===== config.mk =====
export PLATFORM = sky130hd
export DESIGN_NAME = mem_data_arbiter
export DESIGN_NICKNAME = d
export VERILOG_FILES = /design/src/rtl/mem_data_arbiter.sv
export SDC_FILE = /design/constraint.sdc
export NUM_CORES = 1
export LEC_CHECK = 0
export CORE_UTILIZATION = 35
export CTS_CLUSTER_SIZE = 25
export DETAILED_ROUTE_END_ITERATION = 10
export GPL_TIMING_DRIVEN = 0
export MAX_ROUTING_LAYER = met4
export PLACE_DENSITY_LB_ADDON = 0.1
export SETUP_SLACK_MARGIN = 0.05
export SLEW_MARGIN = 10
export SYNTH_ARGS = -nofsm -noshare
export SYNTH_HDL_FRONTEND = slang
export SYNTH_SLANG_ARGS = --single-unit

===== constraint.sdc =====
create_clock -name clk -period 1.75 [get_ports clk]
set_clock_uncertainty 0.05 [all_clocks]
set_input_delay 0.35 -clock clk [delete_from_list [all_inputs] [get_ports clk]]
set_output_delay 0.35 -clock clk [all_outputs]
set_load 0.05 [all_outputs]

===== src/rtl/mem_data_arbiter.sv =====
// mem_data_arbiter: round-robin arbiter between two load/store requesters and a
// single data memory port, with read sub-word formatting.
`default_nettype none

module mem_data_arbiter #(
  parameter int XLEN = 32
) (
  input  logic            clk,
  input  logic            rst_n,

  input  logic            m0_req,
  input  logic            m0_we,
  input  logic [XLEN-1:0] m0_addr,
  input  logic [XLEN-1:0] m0_wdata,
  input  logic [1:0]      m0_len,
  input  logic            m0_sext,
  output logic            m0_ack,
  output logic            m0_done,
  output logic [XLEN-1:0] m0_rdata,

  input  logic            m1_req,
  input  logic            m1_we,
  input  logic [XLEN-1:0] m1_addr,
  input  logic [XLEN-1:0] m1_wdata,
  input  logic [1:0]      m1_len,
  input  logic            m1_sext,
  output logic            m1_ack,
  output logic            m1_done,
  output logic [XLEN-1:0] m1_rdata,

  output logic            data_r_en,
  output logic [XLEN-1:0] data_addr_r,
  input  logic [XLEN-1:0] data_r,
  output logic            data_w_en,
  output logic [XLEN-1:0] data_addr_w,
  output logic [XLEN-1:0] data_w,
  output logic [1:0]      data_len_w,

  output logic            busy
);

  localparam logic [1:0] S_IDLE     = 2'd0;
  localparam logic [1:0] S_WR       = 2'd1;
  localparam logic [1:0] S_RD_ISSUE = 2'd2;
  localparam logic [1:0] S_RD_WAIT  = 2'd3;

  logic [1:0]      state_q, state_d;
  logic            we_q, sext_q, idx_q, prio_q;
  logic [XLEN-1:0] addr_q, wdata_q;
  logic [1:0]      len_q;
  logic [XLEN-1:0] rdata0_q, rdata1_q;

  logic            any_req;
  logic            grant_idx;
  logic            grant;
  logic [XLEN-1:0] rd_fmt;

  function automatic logic [XLEN-1:0] format_read(input logic [XLEN-1:0] d,
                                                  input logic [1:0]      len,
                                                  input logic            sext);
    logic [XLEN-1:0] r;
    case (len)
      2'd0:    r = {{(XLEN-8){sext & d[7]}}, d[7:0]};
      2'd1:    r = {{(XLEN-16){sext & d[15]}}, d[15:0]};
      default: r = d;
    endcase
    return r;
  endfunction

  // prio_q names the port that wins a tie; it flips to the loser after every grant.
  always_comb begin
    any_req   = m0_req | m1_req;
    grant_idx = (m0_req && m1_req) ? prio_q : m1_req;
    grant     = (state_q == S_IDLE) && any_req;
    rd_fmt    = format_read(data_r, len_q, sext_q);
  end

  always_comb begin
    state_d = state_q;
    case (state_q)
      S_IDLE:     if (any_req) state_d = (grant_idx ? m1_we : m0_we) ? S_WR : S_RD_ISSUE;
      S_WR:       state_d = S_IDLE;
      S_RD_ISSUE: state_d = S_RD_WAIT;
      S_RD_WAIT:  state_d = S_IDLE;
      default:    state_d = S_IDLE;
    endcase
  end

  always_ff @(posedge clk or negedge rst_n) begin
    if (!rst_n) begin
      state_q  <= S_IDLE;
      we_q     <= 1'b0;
      sext_q   <= 1'b0;
      idx_q    <= 1'b0;
      prio_q   <= 1'b0;
      addr_q   <= '0;
      wdata_q  <= '0;
      len_q    <= 2'd0;
      rdata0_q <= '0;
      rdata1_q <= '0;
    end else begin
      state_q <= state_d;
      if (grant) begin
        idx_q   <= grant_idx;
        prio_q  <= ~grant_idx;
        we_q    <= grant_idx ? m1_we    : m0_we;
        addr_q  <= grant_idx ? m1_addr  : m0_addr;
        wdata_q <= grant_idx ? m1_wdata : m0_wdata;
        len_q   <= grant_idx ? m1_len   : m0_len;
        sext_q  <= grant_idx ? m1_sext  : m0_sext;
      end
      if (state_q == S_RD_WAIT) begin
        if (idx_q) rdata1_q <= rd_fmt;
        else       rdata0_q <= rd_fmt;
      end
    end
  end

  // Ack is combinational so it lands in the acceptance cycle; gate it so it stays low in reset.
  always_comb begin
    m0_ack      = rst_n & grant & ~grant_idx;
    m1_ack      = rst_n & grant &  grant_idx;
    m0_done     = ((state_q == S_WR) || (state_q == S_RD_WAIT)) && !idx_q;
    m1_done     = ((state_q == S_WR) || (state_q == S_RD_WAIT)) &&  idx_q;
    m0_rdata    = ((state_q == S_RD_WAIT) && !idx_q) ? rd_fmt : rdata0_q;
    m1_rdata    = ((state_q == S_RD_WAIT) &&  idx_q) ? rd_fmt : rdata1_q;
    data_r_en   = (state_q == S_RD_ISSUE);
    data_w_en   = (state_q == S_WR);
    data_addr_r = addr_q;
    data_addr_w = addr_q;
    data_w      = wdata_q;
    data_len_w  = len_q;
    busy        = (state_q != S_IDLE);
  end

  logic unused_we;
  assign unused_we = we_q;

endmodule

`default_nettype wire


==> results of run 1 <==
state kept, by name, indices dropped and copies added (netlist names):
register and cells:
prio_q 1, sext_q 1, data_w 32, state_q 2
data_len_w 2, rdata1_q 32, rdata0_q 32, idx_q 1
data_addr_r 32
through the flow:
| stage | utilization, % | cells | instance area (um^2) | hold slack [ns] |
|---|---|---|---|---|
| after floorplan | - | 524 | 6940 | 0.00441 |
| after global placement | 63.4 | 1084 | 10600 | 0.428 |
| after detailed placement | 63.5 | 1085 | 10600 | 0.301 |
| after CTS | 74.0 | 1166 | 12400 | -0.149 |
| after global routing | 76.9 | 1202 | 12900 | -0.133 |
| final | 76.9 | 1202 | 12900 | -0.160 |
what timing repair did:
item | 4_1_cts | 5_1_grt
setup endpoints to repair | 259 | 185
gates resized for setup | 907 | 171
gates cloned | 8 | 14
endpoints found under the hold margin | 51 | 51
setup buffers | 44 | 24
pin swaps | 29 | 51
worst paths after layout:
kind	to	cells past startpoint	from
max in group asynchronous	prio_q$_DFFE_PN0P_	2	rst_n
max	m0_rdata[29]	8	state_q[0]$_DFFE_PN0P_
min reg2reg	rdata0_q[0]$_DFFE_PN0P_	1	rdata0_q[0]$_DFFE_PN0P_
min	rdata1_q[23]$_DFFE_PN0P_	1	rst_n
max reg2reg	data_addr_r[16]$_DFFE_PN0P_	9	state_q[0]$_DFFE_PN0P_
min in group clk	rdata0_q[0]$_DFFE_PN0P_	1	rdata0_q[0]$_DFFE_PN0P_
power groups by stage:
| stage | sequential (uW) | clock [uW] | combinational (uW) |
|---|---|---|---|
| final | 5630 | 4070 | 22800 |
| after global routing | 5770 | 4220 | 23500 |
| after CTS | 5540 | 4090 | 21200 |
| after detailed placement | 5520 | 0 | 19200 |
| after global placement | 5460 | 0 | 19000 |
| after floorplan | 7850 | 0 | 10900 |
worst reg2reg max path: cells and delay by family (launching register included):
family          cells  cell delay [ns]
buf+inv             6             0.77
compound gates      2             0.45
flops               1             0.38
simple gates        1             0.11
cells by family after synthesis:
logic type      after synthesis
mux                          17
flops                       135
compound gates              199
buf+inv                      86
simple gates                 87
area by class of cell:
| type | instances | area [um^2] |
|---|---|---|
| diodes | 1 | 2.50 |
| plain buffers | 82 | 908 |
| clock buffers | 17 | 425 |
| clock inverters | 13 | 229 |
| fillers | 1015 | 3870 |
| inverters | 3 | 13.8 |
| multi-input cells | 303 | 3080 |
| flip-flops and latches | 135 | 3380 |
| well taps | 220 | 275 |
| repair buffers | 428 | 4570 |
cell usage after synthesis, types with 3 or more instances:
| master | instances |
|---|---|
| sky130_fd_sc_hd__dfrtp_1 | 135 |
| sky130_fd_sc_hd__a21boi_0 | 67 |
| sky130_fd_sc_hd__a221o_1 | 67 |
| sky130_fd_sc_hd__nor2_1 | 57 |
| sky130_fd_sc_hd__buf_4 | 38 |
| sky130_fd_sc_hd__a31oi_1 | 32 |
| sky130_fd_sc_hd__buf_2 | 23 |
| sky130_fd_sc_hd__clkbuf_1 | 17 |
| sky130_fd_sc_hd__mux2_2 | 17 |
| sky130_fd_sc_hd__nand2_1 | 17 |
| sky130_fd_sc_hd__a21oi_1 | 16 |
| sky130_fd_sc_hd__o21a_1 | 9 |
| sky130_fd_sc_hd__nor2b_1 | 4 |
| sky130_fd_sc_hd__and2_1 | 3 |
| sky130_fd_sc_hd__buf_6 | 3 |
per-layer routing:
layer	track usage [%]	up-vias	part of all wire (%)
li1	-	2817	-
met1	35.3	3268	38
met2	52.7	306	52
met3	6.39	65	6.1
met4	12.1	0	3.4
met5	-	-	0
==> impl_summary.txt, run 1 <==
----------------------------------------------------
[Run status]
  Result of the run ... finished, violations left
  Failing checks ... negative hold slack, negative setup slack

[Floorplanning]
  Starting utilization of the core area ... a little over a third
  Boundary pin count ... 341
  Die height ... between 100 and 150 um
  Standard-cell row count ... 47
  Core outline area ... 0.0168 mm^2
  Horizontal die dimension ... 134 um
  Die Area ... between 0.015 and 0.02 mm^2

[Routing]
  Number of vias in the routed layout ... approximately 6500
  Number of DRC violations after detailed-routing iteration 0 ... between 300 and 400
  DRC violations left ... 0
  Average wire length per cell after detail routing ... 23.2 um
  Post-Route WL ... 27.9 mm
  Number of optimization iterations in the first detailed-route pass ... 4
  Detail-routed via count per cell ... ~5.4
  Remaining antenna violation count after routing ... 0

[Clock tree]
  Deepest level of the CTS H-tree ... 4
  Number of buffers on the longest clock path ... 2
  Clock insertion delay at the later pin of the skew report ... 0.42 ns
  CTS tree ... yes
  CTS Buf Count ... 17
  CTS clock-pin slew for the worst setup and hold paths ... ~0.060 ns
  Number of clock sinks seen by CTS ... 135
  Buffer type at the clock tree root ... sky130_fd_sc_hd__clkbuf_16

[Critical path]
  Crit. End Element ... output pin
  Largest driver fanout on the critical path ... 8
  Flop-to-flop setup slack ... -0.07 ns
  Crit Path Class ... flop to output pin
  Critical path buffers and inverters ... 5
  Element type at the critical path start ... flop
  Worst-path cell chain ... clkbuf_8, and3b_2, buf_6, buf_12, buf_12, nor2_4, a31oi_4, buf_8
  WP data arrival ... around 2 ns
  Critical-path top delay cell ... sky130_fd_sc_hd__dfrtp_1
  CP delay by family, top ... buffers and inverters
  Largest stage delay on the critical path ... approximately 0.35 ns
  WP data required ... approximately 1.4 ns
  Most used cell along the critical path ... sky130_fd_sc_hd__buf_12

[STA]
  Final worst-path cycle share ... 137%
  Setup violators final ... a little over 100
  Count of final max-slew check failures ... 0
  Accumulated negative setup slack ... -39.14 ns
  Max Clk Rate ... between 400 and 500 MHz
  Total count of hold-check failures in the final report ... 51
  Final worst setup slack ... -0.653 ns
  Slew Limit Headroom ... 65.7%
  Post-layout minimum cycle time ... around 2.4 ns
  Hold slack final ... -0.160 ns
  Setup repair after global routing missed its margin ... true
  Transition time of the tightest slew-check pin ... ~0.50 ns

[Logic synthesis]
  Post-synth EDFFs ... 0
  Cell types occupying the most area after synthesis ... sky130_fd_sc_hd__dfrtp_1 (56%), sky130_fd_sc_hd__a221o_1 (11%), sky130_fd_sc_hd__a21boi_0 (8.3%), sky130_fd_sc_hd__buf_4 (4.7%), sky130_fd_sc_hd__nor2_1 (3.5%)
  Compound-gate portion of the synthesized area ... between 20% and 30%
  Main flop type after synthesis ... sky130_fd_sc_hd__dfrtp_1
  Synth async-reset ratio ... 100%
  Fraction of the yosys area taken by sequential cells ... about 56%
  Xor/xnor share of the synthesized area ... 0%
  Synthesized-area fraction occupied by adder cells ... 0%
  Net count after synthesis ... between 600 and 700
  Synth Area per Inst ... ~12 um^2
  Synthesized instance count ... about 520
  Portion of synthesized cell area occupied by the leading cell type ... 55.7%
  Post-synthesis cell type count ... 30
  Combinational family with the most area after synthesis ... compound AO/OA/AOI/OAI gates
  Fraction of the mapped netlist area in simple logic gates ... about 6.1%
  Yosys warnings ... 0
  Cell area after technology mapping ... just over 0.006 mm^2
  Mux contribution to synthesized area ... 3.16%
  Post-synthesis cell type with the largest combined area ... sky130_fd_sc_hd__dfrtp_1
  Number of flip-flops and latches in the synthesized netlist ... approximately 140

[GRT]
  First-pass GRT wire length ... ~40 mm
  Largest net degree at the start of global routing ... 87
  Final global-route overflow total ... 0
  GRT Util Overall ... a little under a third
  Number of global-route vias before repair ... between 6000 and 7000
  Number of antenna violations at the first check in global routing ... 1

[Worst hold path]
  Worst min path class ... primary input to async pin

[Pwr]
  Proportion of power drawn by flip-flops and latches ... between 10% and 20%
  Power per Cell Area ... ~2500 mW/mm^2
  Maximum ir drop on the vdd rail ... 1.49 mV
  Clock share of power ... 12.5%
  Share of total power consumed by net switching ... 48.7%
  Total net switching power ... 15800 uW
  Share of power burned in combinational logic ... 70.2%
  Lkg Pwr ... approximately 0.0055 uW
  Cell-internal power ... about 17000 uW
  Tot Pwr ... between 30000 and 40000 uW

[Placement]
  Detailed placement HPWL ... ~18 mm
  Worst setup timing slack at the placement stage ... -1.44 ns
  Placer Congestion ... 0.847
  Count of buffers from port buffering ... 340

[Layout]
  Final Net Count ... ~1100
  Area growth syn-to-layout ... 113%
  Share of final-layout standard cells stronger than drive strength 1 ... 48.5%
  Highest-count cells in the layout ignoring fill and taps ... sky130_fd_sc_hd__clkdlybuf4s50_1 (169), sky130_fd_sc_hd__dfrtp_1 (131), sky130_fd_sc_hd__buf_4 (81), sky130_fd_sc_hd__buf_6 (71), sky130_fd_sc_hd__a221o_1 (67)
  Commonest non-fill, non-tap cell in the layout ... sky130_fd_sc_hd__clkdlybuf4s50_1

[Flow run]
  Max-Cap Viols ... 0

----------------------------------------------------
(Power assumes the default switching activity.)
==> run 2, diff against run 1 <==
--- a/config.mk
+++ b/config.mk
@@ -5,14 +5,16 @@
 export SDC_FILE = /design/constraint.sdc
 export NUM_CORES = 1
 export LEC_CHECK = 0
+export CAP_MARGIN = 25
 export CORE_UTILIZATION = 35
 export CTS_CLUSTER_SIZE = 25
 export DETAILED_ROUTE_END_ITERATION = 10
 export GPL_TIMING_DRIVEN = 0
 export MAX_ROUTING_LAYER = met4
 export PLACE_DENSITY_LB_ADDON = 0.1
+export RECOVER_POWER = 100
 export SETUP_SLACK_MARGIN = 0.05
-export SLEW_MARGIN = 10
+export SLEW_MARGIN = 20
 export SYNTH_ARGS = -nofsm -noshare
 export SYNTH_HDL_FRONTEND = slang
 export SYNTH_SLANG_ARGS = --single-unit
==> run 2 against run 1 <==
Net effect: the flow still finishes with violations (negative hold slack, negative setup slack); sequential power hardly changed; clock power is 2% lower; final cell count is 0.33% higher; hold slack worse by 0.047 ns; maximum frequency is 0.78% higher; critical path type unchanged; critical endpoint is now m0_rdata[0].
==> impl_summary.txt, run 2 (synthesis gave the netlist of run 1 again) <==
----------------------------------------------------
[Pwr]
  Proportion of power drawn by flip-flops and latches ... 17.5% (+0.2 points)
  Share of power burned in combinational logic ... 70.1% (about the same)
  Clock share of power ... 12.4% (about the same)
  Total net switching power ... 15700 uW (-1.0%)
  Cell-internal power ... 16500 uW (-1.4%)
  Power per Cell Area ... 2490 mW/mm^2 (-1.2%)
  Share of total power consumed by net switching ... 48.8% (+0.091 points)
  Maximum ir drop on the vdd rail ... 1.47 mV (-1.7%)
  Tot Pwr ... 32100 uW (-1.2%)
  Lkg Pwr ... 0.00554 uW (+0.17%)

[Floorplanning]
  Core outline area ... 0.0168 mm^2 (unchanged)
  Die height ... 134 um (unchanged)
  Standard-cell row count ... 47 (unchanged)
  Boundary pin count ... 341 (unchanged)
  Die Area ... 0.0179 mm^2 (unchanged)
  Horizontal die dimension ... 134 um (unchanged)
  Starting utilization of the core area ... 36.2% (unchanged)

[STA]
  Count of final max-slew check failures ... 0 (unchanged)
  Slew Limit Headroom ... 66.4% (+0.63 points)
  Final worst-path cycle share ... 136% (-1.1 points)
  Max Clk Rate ... 419 MHz (+0.78%)
  Setup violators final ... 136 (+32%)
  Total count of hold-check failures in the final report ... 51 (unchanged)
  Hold slack final ... -0.207 ns (-0.0471 ns)
  Post-layout minimum cycle time ... 2.38 ns (-0.0186 ns)
  Final worst setup slack ... -0.635 ns (+0.0186 ns)
  Setup repair after global routing missed its margin ... true
  Transition time of the tightest slew-check pin ... 0.506 ns (+0.00546 ns)

[Clock tree]
  Buffer type at the clock tree root ... sky130_fd_sc_hd__clkbuf_16
  Number of clock sinks seen by CTS ... 135 (unchanged)
  CTS clock-pin slew for the worst setup and hold paths ... 0.06 ns (about the same)
  CTS Buf Count ... 17 (unchanged)
  Clock insertion delay at the later pin of the skew report ... 0.42 ns (about the same)
  CTS tree ... yes
  Deepest level of the CTS H-tree ... 4 (unchanged)
  Number of buffers on the longest clock path ... 2 (unchanged)

[Placement]
  Count of buffers from port buffering ... 340 (unchanged)
  Detailed placement HPWL ... 17.8 mm (about the same)
  Worst setup timing slack at the placement stage ... -1.43 ns (+0.0101 ns)
  Placer Congestion ... 0.847 (unchanged)

[Layout]
  Final Net Count ... 1145 (+0.26%)
  Fillers ... 1042 (+2.7%)
  Area growth syn-to-layout ... 113% (unchanged)
  Final antenna diode count ... 0 (-1)
  Commonest non-fill, non-tap cell in the layout ... sky130_fd_sc_hd__clkdlybuf4s50_1
  Share of final-layout standard cells stronger than drive strength 1 ... 49.3% (+0.77 points)
  Highest-count cells in the layout ignoring fill and taps ... sky130_fd_sc_hd__clkdlybuf4s50_1 (168), sky130_fd_sc_hd__dfrtp_1 (131), sky130_fd_sc_hd__buf_4 (84), sky130_fd_sc_hd__a221o_1 (67), sky130_fd_sc_hd__buf_6 (65)

[Critical path]
  Reg2Reg Launch Point ... state_q[0]$_DFFE_PN0P_
  Worst-path cell chain ... buf_8, and3b_2, buf_12, buf_12, mux2_4, buf_12
  Element type at the critical path start ... flop
  Largest driver fanout on the critical path ... 9 (+1)
  CP delay by family, top ... buffers and inverters
  Critical path buffers and inverters ... 4 (-1)
  Most used cell along the critical path ... sky130_fd_sc_hd__buf_12
  Largest stage delay on the critical path ... 0.41 ns (+0.06 ns)
  Crit. End Element ... output pin
  WP data arrival ... 1.98 ns (-0.02 ns)
  Crit Path Class ... flop to output pin
  WP data required ... 1.35 ns (about the same)
  Start point of the critical path ... state_q[0]$_DFFE_PN0P_
  Critical-path top delay cell ... sky130_fd_sc_hd__dfrtp_1

[Routing]
  DRC violations left ... 0 (unchanged)
  Number of optimization iterations in the first detailed-route pass ... 5 (+1)
  Detail-routed via count per cell ... 5.36 (-0.16%)
  Number of DRC violations after detailed-routing iteration 0 ... 312 (-8.5%)
  Post-Route WL ... 27.2 mm (-2.3%)
  Average wire length per cell after detail routing ... 22.6 um (-2.6%)
  Remaining antenna violation count after routing ... 0 (unchanged)
  Number of vias in the routed layout ... 6467 (+0.17%)

[Flow run]
  Max-Cap Viols ... 0 (unchanged)

[GRT]
  Largest net degree at the start of global routing ... 87 (unchanged)
  Number of global-route vias before repair ... 6678 (-2.1%)
  First-pass GRT wire length ... 38.1 mm (-5.0%)
  Number of antenna violations at the first check in global routing ... 0 (-1)
  GRT Util Overall ... 29.1% (-1.7 points)
  Final global-route overflow total ... 0 (unchanged)

[Run status]
  Result of the run ... finished, violations left
  Failing checks ... negative hold slack, negative setup slack

[Worst hold path]
  Worst min path class ... primary input to async pin

----------------------------------------------------
run 2: cell count changes in the layout (fill, tap and decap cells not counted), moves of 4 or more:
cell,delta
sky130_fd_sc_hd__a21boi_0,+12
sky130_fd_sc_hd__nor2_4,-7
sky130_fd_sc_hd__a21boi_2,+4
sky130_fd_sc_hd__nor2_2,+10
sky130_fd_sc_hd__buf_6,-6
sky130_fd_sc_hd__a21boi_1,-16
sky130_fd_sc_hd__buf_12,+6
run 2: per-stage QoR:
| stage | instance area [um^2] | TNS (ns) | util (%) | std cells |
|---|---|---|---|---|
| final | 12900 | -43.84 | 76.9 | 1206 |
| after global routing | 12900 | -52.62 | 76.9 | 1206 |
| after CTS | 12100 | -36.77 | 72.4 | 1150 |
| after detailed placement | 10700 | -113.84 | 63.6 | 1085 |
| after global placement | 10600 | -819.86 | 63.4 | 1084 |
| after floorplan | 6940 | -22.38 | - | 524 |
run 2: final timing paths:
| kind | to | slack (ns) | cells past startpoint |
|---|---|---|---|
| max | m0_rdata[0] | -0.63 | 6 |
| min | rdata1_q[23]$_DFFE_PN0P_ | -0.21 | 1 |
| max reg2reg | data_w[31]$_DFFE_PN0P_ | -0.15 | 10 |
| min reg2reg | rdata0_q[5]$_DFFE_PN0P_ | 0.45 | 1 |
| max in group asynchronous | state_q[1]$_DFFE_PN0P_ | 1.03 | 2 |
| min in group clk | rdata0_q[5]$_DFFE_PN0P_ | 0.45 | 1 |
run 2: power by group through the flow:
| stage | Sequential [uW] | Clock (uW) | Combinational, uW |
|---|---|---|---|
| finish | 5620 | 3980 | 22500 |
| global route | 5760 | 4150 | 23300 |
| CTS | 5540 | 3990 | 20700 |
| detailed placement | 5520 | 0 | 19200 |
| global placement | 5460 | 0 | 19000 |
| floorplan | 7850 | 0 | 10900 |
run 2: layout make-up:
type,instances,area (um^2),share of cell area [%]
Timing Repair Buffer,433,4630,36.0
Sequential cell,135,3380,26.3
Multi-Input combinational cell,303,3070,23.9
Buffer,80,856,6.64
Clock buffer,19,443,3.44
Tap cell,220,275,2.14
Clock inverter,13,201,1.56
Inverter,3,18.8,0.146
run 2: timing repair:
item / CTS / global route
resized for setup: 881 / 162
endpoints found under the setup margin: 260 / 178
pin swaps: 6 / 91
endpoints found under the hold margin: 51 / 51
gates cloned: 3 / 15
buffers inserted: 31 / 45
run 2: routing by layer:
layer	vias to the layer above	track usage (%)	share of wire, %
li1	2843	-	-
met1	3255	33.3	39
met2	320	50.3	52
met3	49	6.05	6.3
met4	0	10.2	2.7
met5	-	-	0
==> run 3, diff against run 2 <==
--- a/config.mk
+++ b/config.mk
@@ -7,6 +7,7 @@
 export LEC_CHECK = 0
 export CAP_MARGIN = 25
 export CORE_UTILIZATION = 35
+export CTS_BUF_LIST = sky130_fd_sc_hd__clkbuf_8 sky130_fd_sc_hd__clkbuf_16
 export CTS_CLUSTER_SIZE = 25
 export DETAILED_ROUTE_END_ITERATION = 10
 export GPL_TIMING_DRIVEN = 0
==> run 3 against run 2 <==
Net effect: the flow still finishes with violations (negative hold slack, negative setup slack); register-to-register slack barely moved; highest routed layer unchanged; largest cell class unchanged; power barely moved; critical endpoint unchanged; first-iteration DRC count did not move; final area did not move.
==> impl_summary.txt, run 3 (synthesis gave the netlist of run 1 again) <==
----------------------------------------------------
[STA]
  Final worst-path cycle share ... 136% (about the same)
  Hold slack final ... -0.207 ns (+0.000193 ns)
  Setup repair after global routing missed its margin ... true
  Count of final max-slew check failures ... 0 (unchanged)
  Final worst setup slack ... -0.634 ns (+0.000194 ns)
  Slew Limit Headroom ... 66.3% (-0.11 points)
  Setup violators final ... 136 (unchanged)
  Max Clk Rate ... 419 MHz (about the same)
  Total count of hold-check failures in the final report ... 51 (unchanged)
  Post-layout minimum cycle time ... 2.38 ns (-0.000194 ns)
  Transition time of the tightest slew-check pin ... 0.508 ns (+0.00170 ns)

[Layout]
  Area growth syn-to-layout ... 113% (unchanged)
  Commonest non-fill, non-tap cell in the layout ... sky130_fd_sc_hd__clkdlybuf4s50_1
  Final Util ... 76.9% (unchanged)
  Combined area of the multi-input logic cells ... 0.00307 mm^2 (unchanged)
  Final Net Count ... 1145 (unchanged)
  Final antenna diode count ... 0 (unchanged)
  Fillers ... 1042 (unchanged)
  Highest-count cells in the layout ignoring fill and taps ... sky130_fd_sc_hd__clkdlybuf4s50_1 (168), sky130_fd_sc_hd__dfrtp_1 (131), sky130_fd_sc_hd__buf_4 (84), sky130_fd_sc_hd__a221o_1 (67), sky130_fd_sc_hd__buf_6 (65)
  Post-route cell area ... 0.0129 mm^2 (unchanged)
  Final cell count without fillers ... 1206 (unchanged)
  Share of final-layout standard cells stronger than drive strength 1 ... 49.3% (unchanged)
  Seq. cell area ... 0.00338 mm^2 (unchanged)

[Placement]
  Detailed placement HPWL ... 17.8 mm (unchanged)
  Number of instances in the placed design ... 1085 (unchanged)
  Count of buffers from port buffering ... 340 (unchanged)
  Worst setup timing slack at the placement stage ... -1.43 ns (unchanged)
  Placer Congestion ... 0.847 (unchanged)
  Placed inst area ... 0.0107 mm^2 (unchanged)

[Critical path]
  WP data required ... 1.35 ns (about the same)
  Largest driver fanout on the critical path ... 9 (unchanged)
  Worst r2r path cells ... 10 (unchanged)
  Crit. End Element ... output pin
  Element type at the critical path start ... flop
  WP data arrival ... 1.98 ns (about the same)
  Crit Path Class ... flop to output pin

[Clock tree]
  Buffer type at the clock tree root ... sky130_fd_sc_hd__clkbuf_16
  CTS Buf Count ... 17 (unchanged)
  Number of clock sinks seen by CTS ... 135 (unchanged)
  Clock insertion delay at the later pin of the skew report ... 0.42 ns (about the same)
  CTS tree ... yes
  Deepest level of the CTS H-tree ... 4 (unchanged)
  Number of buffers on the longest clock path ... 2 (unchanged)
  CTS clock-pin slew for the worst setup and hold paths ... 0.06 ns (about the same)

[GRT]
  Number of antenna violations at the first check in global routing ... 0 (unchanged)
  GRT Util Overall ... 29.1% (unchanged)
  Number of global-route vias before repair ... 6678 (unchanged)
  Final global-route overflow total ... 0 (unchanged)
  Largest net degree at the start of global routing ... 87 (unchanged)
  First-pass GRT wire length ... 38.1 mm (unchanged)

[Floorplanning]
  Standard-cell row count ... 47 (unchanged)
  Boundary pin count ... 341 (unchanged)
  Die height ... 134 um (unchanged)
  Starting utilization of the core area ... 36.2% (unchanged)
  Horizontal die dimension ... 134 um (unchanged)
  Die Area ... 0.0179 mm^2 (unchanged)
  Core outline area ... 0.0168 mm^2 (unchanged)

[Routing]
  Remaining antenna violation count after routing ... 0 (unchanged)
  DRC violations left ... 0 (unchanged)
  Average wire length per cell after detail routing ... 22.6 um (about the same)
  Number of vias in the routed layout ... 6467 (unchanged)
  Number of DRC violations after detailed-routing iteration 0 ... 312 (unchanged)
  Detail-routed via count per cell ... 5.36 (unchanged)
  Post-Route WL ... 27.2 mm (about the same)
  Number of optimization iterations in the first detailed-route pass ... 5 (unchanged)

[Worst hold path]
  Worst min path class ... primary input to async pin

[Flow run]
  Max-Cap Viols ... 0 (unchanged)

[Pwr]
  Power per Cell Area ... 2490 mW/mm^2 (about the same)
  Maximum ir drop on the vdd rail ... 1.47 mV (about the same)
  Lkg Pwr ... 0.00554 uW (about the same)

[Run status]
  Failing checks ... negative hold slack, negative setup slack
  Result of the run ... finished, violations left

----------------------------------------------------
## run 3: changes by cell type in the layout (fill, tap and decap cells not counted), sizes merged
cell / before / now
clkbuf: 64 / 63
inv: 4 / 5
## run 3: worst max-delay path, cell delays in order (launching register included)
cell	delay, ns
sky130_fd_sc_hd__dfrtp_1	0.41
sky130_fd_sc_hd__buf_8	0.14
sky130_fd_sc_hd__and3b_2	0.23
sky130_fd_sc_hd__buf_12	0.17
sky130_fd_sc_hd__buf_12	0.13
sky130_fd_sc_hd__mux2_4	0.32
sky130_fd_sc_hd__buf_12	0.15
## run 3: timing repair
action                                  in CTS  in global routing
cloned                                       3                 15
pin swaps                                    6                 91
endpoints found under the setup margin     260                178
hold endpoints to repair                    51                 51
resized for setup                          881                162
setup buffers                               31                 45
## run 3: power breakdown
group          switching (uW)  leakage [uW]  internal, uW  total (uW)
Combinational           13300       0.00362          9220       22500
Sequential                947       0.00159          4670        5620
Clock                    1420      0.000325          2560        3980
## run 3: cell type report
cell class | count | area share [%]
well taps | 220 | 2.14
flip-flops and latches | 135 | 26.3
repair buffers | 433 | 36.0
multi-input cells | 303 | 23.9
inverters | 3 | 0.146
plain buffers | 80 | 6.64
clock buffers | 18 | 3.41
clock inverters | 14 | 1.59
## run 3: final timing paths
check | from | endpoint | slack, ns
min in group clk | rdata0_q[5]$_DFFE_PN0P_ | rdata0_q[5]$_DFFE_PN0P_ | 0.45
max in group asynchronous | rst_n | state_q[1]$_DFFE_PN0P_ | 1.03
max | state_q[0]$_DFFE_PN0P_ | m0_rdata[0] | -0.63
min reg2reg | rdata0_q[5]$_DFFE_PN0P_ | rdata0_q[5]$_DFFE_PN0P_ | 0.45
min | rst_n | rdata1_q[23]$_DFFE_PN0P_ | -0.21
max reg2reg | state_q[0]$_DFFE_PN0P_ | data_w[31]$_DFFE_PN0P_ | -0.15
## run 3: per-layer routing
metal | track usage (%) | share of wire, % | wire length (um)
met1 | 33.3 | 39 | 10600
met2 | 50.3 | 52 | 14200
met3 | 6.05 | 6.3 | 1720
met4 | 10.2 | 2.6 | 720
met5 | - | 0 | 0
## run 3: per-stage QoR
stage | power (uW) | hold WS (ns) | setup TNS (ns)
3_3_place_gp | 24400 | 0.428 | -819.86
3_5_place_dp | 24700 | 0.255 | -113.84
6_report | 32100 | -0.207 | -43.82
5_1_grt | 33200 | -0.188 | -52.62
4_1_cts | 30200 | -0.196 | -36.77
2_1_floorplan | 18700 | 0.00441 | -22.38
